===== src/rtl/count113.sv =====
// Loadable 8-bit up-counter divider: counts load..255 then reloads, toggling
// tff_out and bumping the duration counter on every wrap.
module count113 (
   input  logic       clk,
   input  logic       JKreset,
   input  logic       preset,
   input  logic       rst,
   input  logic       input0,
   input  logic       input1,
   input  logic       input2,
   input  logic       input3,
   input  logic       input4,
   input  logic       input5,
   input  logic       input6,
   input  logic       input7,
   output logic       output0,
   output logic       output1,
   output logic       output2,
   output logic       output3,
   output logic       output4,
   output logic       output5,
   output logic       output6,
   output logic       output7,
   output logic       tff_out,
   output logic [7:0] duration
);

   logic [7:0] load_val;
   logic [7:0] cnt_q;
   logic [7:0] cnt_d;
   logic       tff_q;
   logic       tff_d;
   logic [7:0] dur_q;
   logic [7:0] dur_d;
   logic       at_top;
   logic       wrap;

   assign load_val = {input7, input6, input5, input4,
                      input3, input2, input1, input0};

   // A parallel load preempts the terminal count, so it never counts as a wrap.
   assign at_top = (cnt_q == 8'hFF);
   assign wrap   = preset && at_top;

   always_comb begin
      cnt_d = cnt_q;
      tff_d = tff_q;
      dur_d = dur_q;

      if (!preset) begin
         cnt_d = load_val;
      end else if (at_top) begin
         cnt_d = load_val;
      end else begin
         cnt_d = cnt_q + 8'd1;
      end

      if (wrap) begin
         tff_d = ~tff_q;
      end

      // Clear wins over a simultaneous wrap increment.
      if (rst) begin
         dur_d = 8'd0;
      end else if (wrap) begin
         dur_d = dur_q + 8'd1;
      end
   end

   always_ff @(posedge clk or negedge JKreset) begin
      if (!JKreset) begin
         cnt_q <= 8'd0;
         tff_q <= 1'b0;
         dur_q <= 8'd0;
      end else begin
         cnt_q <= cnt_d;
         tff_q <= tff_d;
         dur_q <= dur_d;
      end
   end

   assign output0  = cnt_q[0];
   assign output1  = cnt_q[1];
   assign output2  = cnt_q[2];
   assign output3  = cnt_q[3];
   assign output4  = cnt_q[4];
   assign output5  = cnt_q[5];
   assign output6  = cnt_q[6];
   assign output7  = cnt_q[7];
   assign tff_out  = tff_q;
   assign duration = dur_q;

endmodule


===== config.mk =====
export PLATFORM = sky130hd
export DESIGN_NAME = count113
export DESIGN_NICKNAME = d
export VERILOG_FILES = /design/src/rtl/count113.sv
export SDC_FILE = /design/constraint.sdc
export NUM_CORES = 1
export LEC_CHECK = 0
export CELL_PAD_IN_SITES_DETAIL_PLACEMENT = 1
export CELL_PAD_IN_SITES_GLOBAL_PLACEMENT = 1
export CORE_UTILIZATION = 29
export DETAILED_ROUTE_END_ITERATION = 6
export PLACE_DENSITY_LB_ADDON = 0.3
export SLEW_MARGIN = 20
export SYNTH_ARGS = -nofsm -noshare
export SYNTH_HDL_FRONTEND = slang
export SYNTH_SLANG_ARGS = --single-unit

===== constraint.sdc =====
create_clock -name clk -period 1.3 [get_ports clk]
set_input_delay 0.13 -clock clk [delete_from_list [all_inputs] [get_ports clk]]
set_output_delay 0.13 -clock clk [all_outputs]
set_load 0.005 [all_outputs]

* Yosys cells after proc, flatten, opt, wreduce, memory -nomap -nowiden
Index checks and enable logic that the tools add are counted.
** Operators by class
- Add/sub/neg operators :: 2
- Div/mod/pow operators :: 0
- Multiply operators :: 0
- Bitwise gates (word level) :: 1
- Reduce and logical (&&, ||, !) cells :: 2
- Shifts and indexed selects :: 0
- Equality and inequality tests :: 1
- Mux-type cells :: 4
- Order comparisons :: 0
** Operators by type and width (count)
- two-way mux 8 bit :: 4
- adder 8 x 1 -> 8 bit (second input constant) :: 2
- == test 8 bit (second input constant) :: 1
- nonzero test 2 bit :: 1
- logical AND 1 bit :: 1
- inverter 1 bit :: 1
** Storage, ports and cells
- Output and inout bits :: 17
- RAM bits :: 0
- Memories kept :: 0
- Register bits after elaboration :: 17
- Bits in latches :: 0
- Bits in read-only memories :: 0
- Bits of input ports :: 12

* Longest topological paths before layout
- Word-level depth :: 4
- Mapped depth :: 6
- Depth with buffers taken out :: 5

* Least setup slack after synthesis
OpenSTA, ideal clock, no wires.
- Path type :: flip-flop to flip-flop
- From :: register cnt_q[0]
- To :: register cnt_q[1]
- Stages on the path, launching flop included :: 5
- Setup slack :: -0.134 ns
- Arrival :: 1.309 ns
- Data required time :: 1.175 ns
- Path buffers :: 0
- Path through :: dfrtp_1 ha_1 nand4_2 o21ai_1 mux2_2
** On the way
- Cells in the longest elaborated chain, start to end :: 3
- Elaborated cells on any way between the ends :: 4
** Ends and longest elaborated chain
- start: declaration :: line 29 : logic [7:0] cnt_q;
- start signal: assignment :: line 76 : cnt_q <= cnt_d;
- adder 8 x 1 -> 8 bit / == test 8 bit (equally long branches) :: line 55, 42
- two-way mux 8 bit (*) :: line 52 : end else if (at_top) begin
- two-way mux 8 bit (*) :: line 50 : if (!preset) begin
- net cnt_d[1] :: line 30 : logic [7:0] cnt_d;
The timed path passes the listed nets; every way through them passes the cells marked *.
A chain may end at the register's enable or synchronous reset.

* Final worst setup path
Same ends and word-level chain as after synthesis.

==> metrics.md <==
| Metric | Value |
|---|---|
| Cell count after synthesis | 88 |
| Synth Area in Adders | under 10% |
| Pins over their slew limit | 0 |
| Commonest non-fill, non-tap cells in the layout | buf_4, dfrtp_1, buf_6 |
| Placed cell area | approximately 1300 µm² |
| Cell Chain, Critical Path | ha_4 -> nand4_4 -> o21ai_4 -> mux2_4 |
| Ant. Diodes | 0 |
| Synthesis-stage register bit count | 17 |
| # rows | 19 |
| Post-route ant nets | 0 |
| Routability cong. | between 0.7 and 0.8 |
| Crit path buffers/inverters | 0 |
| Final instance area | around 1800 µm² |
| Crit path kind | reg -> reg |
| Mux share of post-synthesis cell area | under 10% |
| PwrDens | around 780 nW/µm² |
| Pin count of the biggest net entering global routing | 18 |
| Antenna violations before repair | 0 |
| Total wire length | 3.26 mm |
| Min-delay worst type | in -> async |
| Initial core utilization | between 30 and 40% |
| Place WS | -0.252 ns |
| CTS buffer count | 3 |
| Slew Limit Headroom | around 78% |
| Crit-path max FO | 4 |
| Root Buffer | clkbuf_4 |
| Die H | ~56 µm |
| Failing checks | setup timing |
| Synthesized cell area | roughly 850 µm² |
| First-pass GRT wire length | roughly 5.0 mm |
| Via density | 5.04 |
| CP top delay family | flip-flops |
| Final Hold Vio Count | 0 |
| Total track usage | between 20% and 30% |
| Layout area overhead | 110% |
| Placed Cells | around 160 |
| WP data arrival | 1.61 ns |
| Layout cells sized above 1 | between 40 and 50% |
| Setup TNS | -0.858 ns |
| Status | complete, but fails checks |
| Die ar. | ~3200 µm² |
| Core Box Area | roughly 2800 µm² |
| Die W | about 56 µm |
| R2R setup slack | -0.11 ns |
| Ys Warns | 0 |
| Worst path required time | ~1.5 ns |
| Layout Nets | approximately 180 |
| Sequential area share after synthesis | approximately half |
| Iter 0 DRT Violations | 30 |
| Synth Area in Compound Gates | around 7.4% |
| WL/cell | about 17 µm |
| Fin Hold WS | roughly 0.14 ns |
| Port bufs | 28 |
| Vias in the first global route | ~1,100 |
| Critical path's largest stage delay | ~0.42 ns |
| PnR worst setup slack | -0.109 ns |
| Htree depth | 1 |
| Clock latency on the worst-skew pair | about 0.3 ns |
| Max frequency | around 710 MHz |
| Main combinational cell family by area after synthesis | simple AND/OR/NAND/NOR gates |
| Unique masters post-synth | 23 |
| Slew @ Worst Pin | ~0.33 ns |
| Max clock buf depth | 2 |
| Critical Path Slowest Stage Cell | dfrtp_1 |
| Grt total ovfl | 0 |
| Clk slew on worst S/H paths | around 0.12 ns |
| Endpoint class of the critical path | register |
| I/O pin count | 29 |
| Fin crit share | 108% |
| Finished Layout Cells | 194 |
| Post-detail-place hpwl | between 1.5 and 2 mm |
| CP Launch Type | register |
| Final setup viols | 17 |
| Clock sinks | 17 |
| Worst flop-to-flop path endpoint | cnt_q[1] |
| Layout Skew | 0.0141 ns |
| CTS tree | built |
| Max-Cap Viols | 0 |
| Most common library cell in the layout ignoring fill and taps | buf_4 |
| Reg2reg path depth | 4 |
| Crit Reg-Reg Startpoint | cnt_q[0] |
| Leak Pwr | 0.936 nW |
| Setup repair after global routing missed its margin | yes |
| VDD IR max | 0.507 mV |
| Synth Area in Simple Gates | 23.1% |
| TritonRoute pass-1 iters | 4 |
| Via count | roughly 980 |
| Post-Synth XOR/XNOR Area | 13.4% |
| Synthesized area per cell | approximately 9.7 µm² |
| Mapped Nets | 102 |
| Number of remaining DRC errors | 0 |
| Tmin final | 1.41 ns |
==> routing by layer <==
layer / GRT usage, % / routed length (µm) / up-vias
met5: 0 / 0 / -
met4: 8.36 / 31 / 0
met3: 3.72 / 143 / 4
met2: 38.9 / 1790 / 30
met1: 22.9 / 1290 / 485
li1: - / - / 459
==> synthesized netlist by cell type (all sizes together) <==
library cell  number  area, µm²
a31oi              1       6.26
inv                2       7.51
nand3              6       35.0
xor2               2       17.5
a21oi              1       5.00
nor4               3       18.8
nor2b              1       6.26
mux2               1       11.3
dfrtp             17        425
o21ai              7       35.0
o211ai             1       7.51
buf                2       8.75
ha                 2       25.0
xnor2             11       96.3
a22o               1       8.76
nand4              5       37.5
nor3               4       20.0
nor2              10       37.5
nand2             11       41.3
==> power breakdown <==
part           leakage (nW)  switching [W]  internal [W]  total (W)
combinational         0.697       0.000217      0.000270   0.000487
clock                0.0177       0.000189      0.000115   0.000304
sequential            0.222      0.0000287      0.000564   0.000592
total                 0.936       0.000435      0.000948    0.00138
==> kinds of logic (layout without fill, tap and decap cells) <==
kind of cell,Yosys count,in the layout
buffers and inverters,4,79
XOR/XNOR,13,13
multiplexers,1,1
AO/OA/AOI/OAI,11,11
adder cells (fa/ha/maj),2,2
flip-flops,17,17
AND/OR/NAND/NOR,40,40
==> per-stage QoR <==
stage | power, W | util, %
detailed placement | 0.000947 | 48.8
CTS | 0.00133 | 60.5
floorplan | 0.000731 | -
global placement | 0.000936 | 48.8
finish | 0.00138 | 64.7
global route | 0.00145 | 64.7
==> registers in the layout, summed over array words and instances, names as in the netlist <==
register  count
duration      8
tff_out       1
cnt_q         8
==> what timing repair did <==
action / 4_1_cts / 5_1_grt
resized for setup: 41 / 29
setup endpoints to repair: 33 / 24
gates cloned: 1 / 0
setup buffers: 21 / 5
hold buffers: 0 / 0
pin swaps: 14 / 22
==> how the worst max path moves through the flow <==
| stage | startpoint | endpoint | slack (ns) | cells after the start |
|---|---|---|---|---|
| final | cnt_q[0] | cnt_q[1] | -0.11 | 4 |
| after global routing | cnt_q[0] | cnt_q[1] | -0.16 | 4 |
| after detailed placement | preset | duration[7] | -0.25 | 5 |
| after CTS | cnt_q[1] | output1 | -0.07 | 3 |
| after global placement | preset | duration[7] | -0.20 | 5 |
| after floorplan | cnt_q[1] | cnt_q[1] | -0.04 | 4 |
==> cell type report <==
type	instances	area (µm²)
clock buffer	3	22.5
clock inverter	1	5.00
fill	307	975
inverter	2	7.51
multi-input combinational	67	622
sequential	17	425
tap	31	38.8
timing repair buffer	73	662
(Power assumes the default switching activity.)
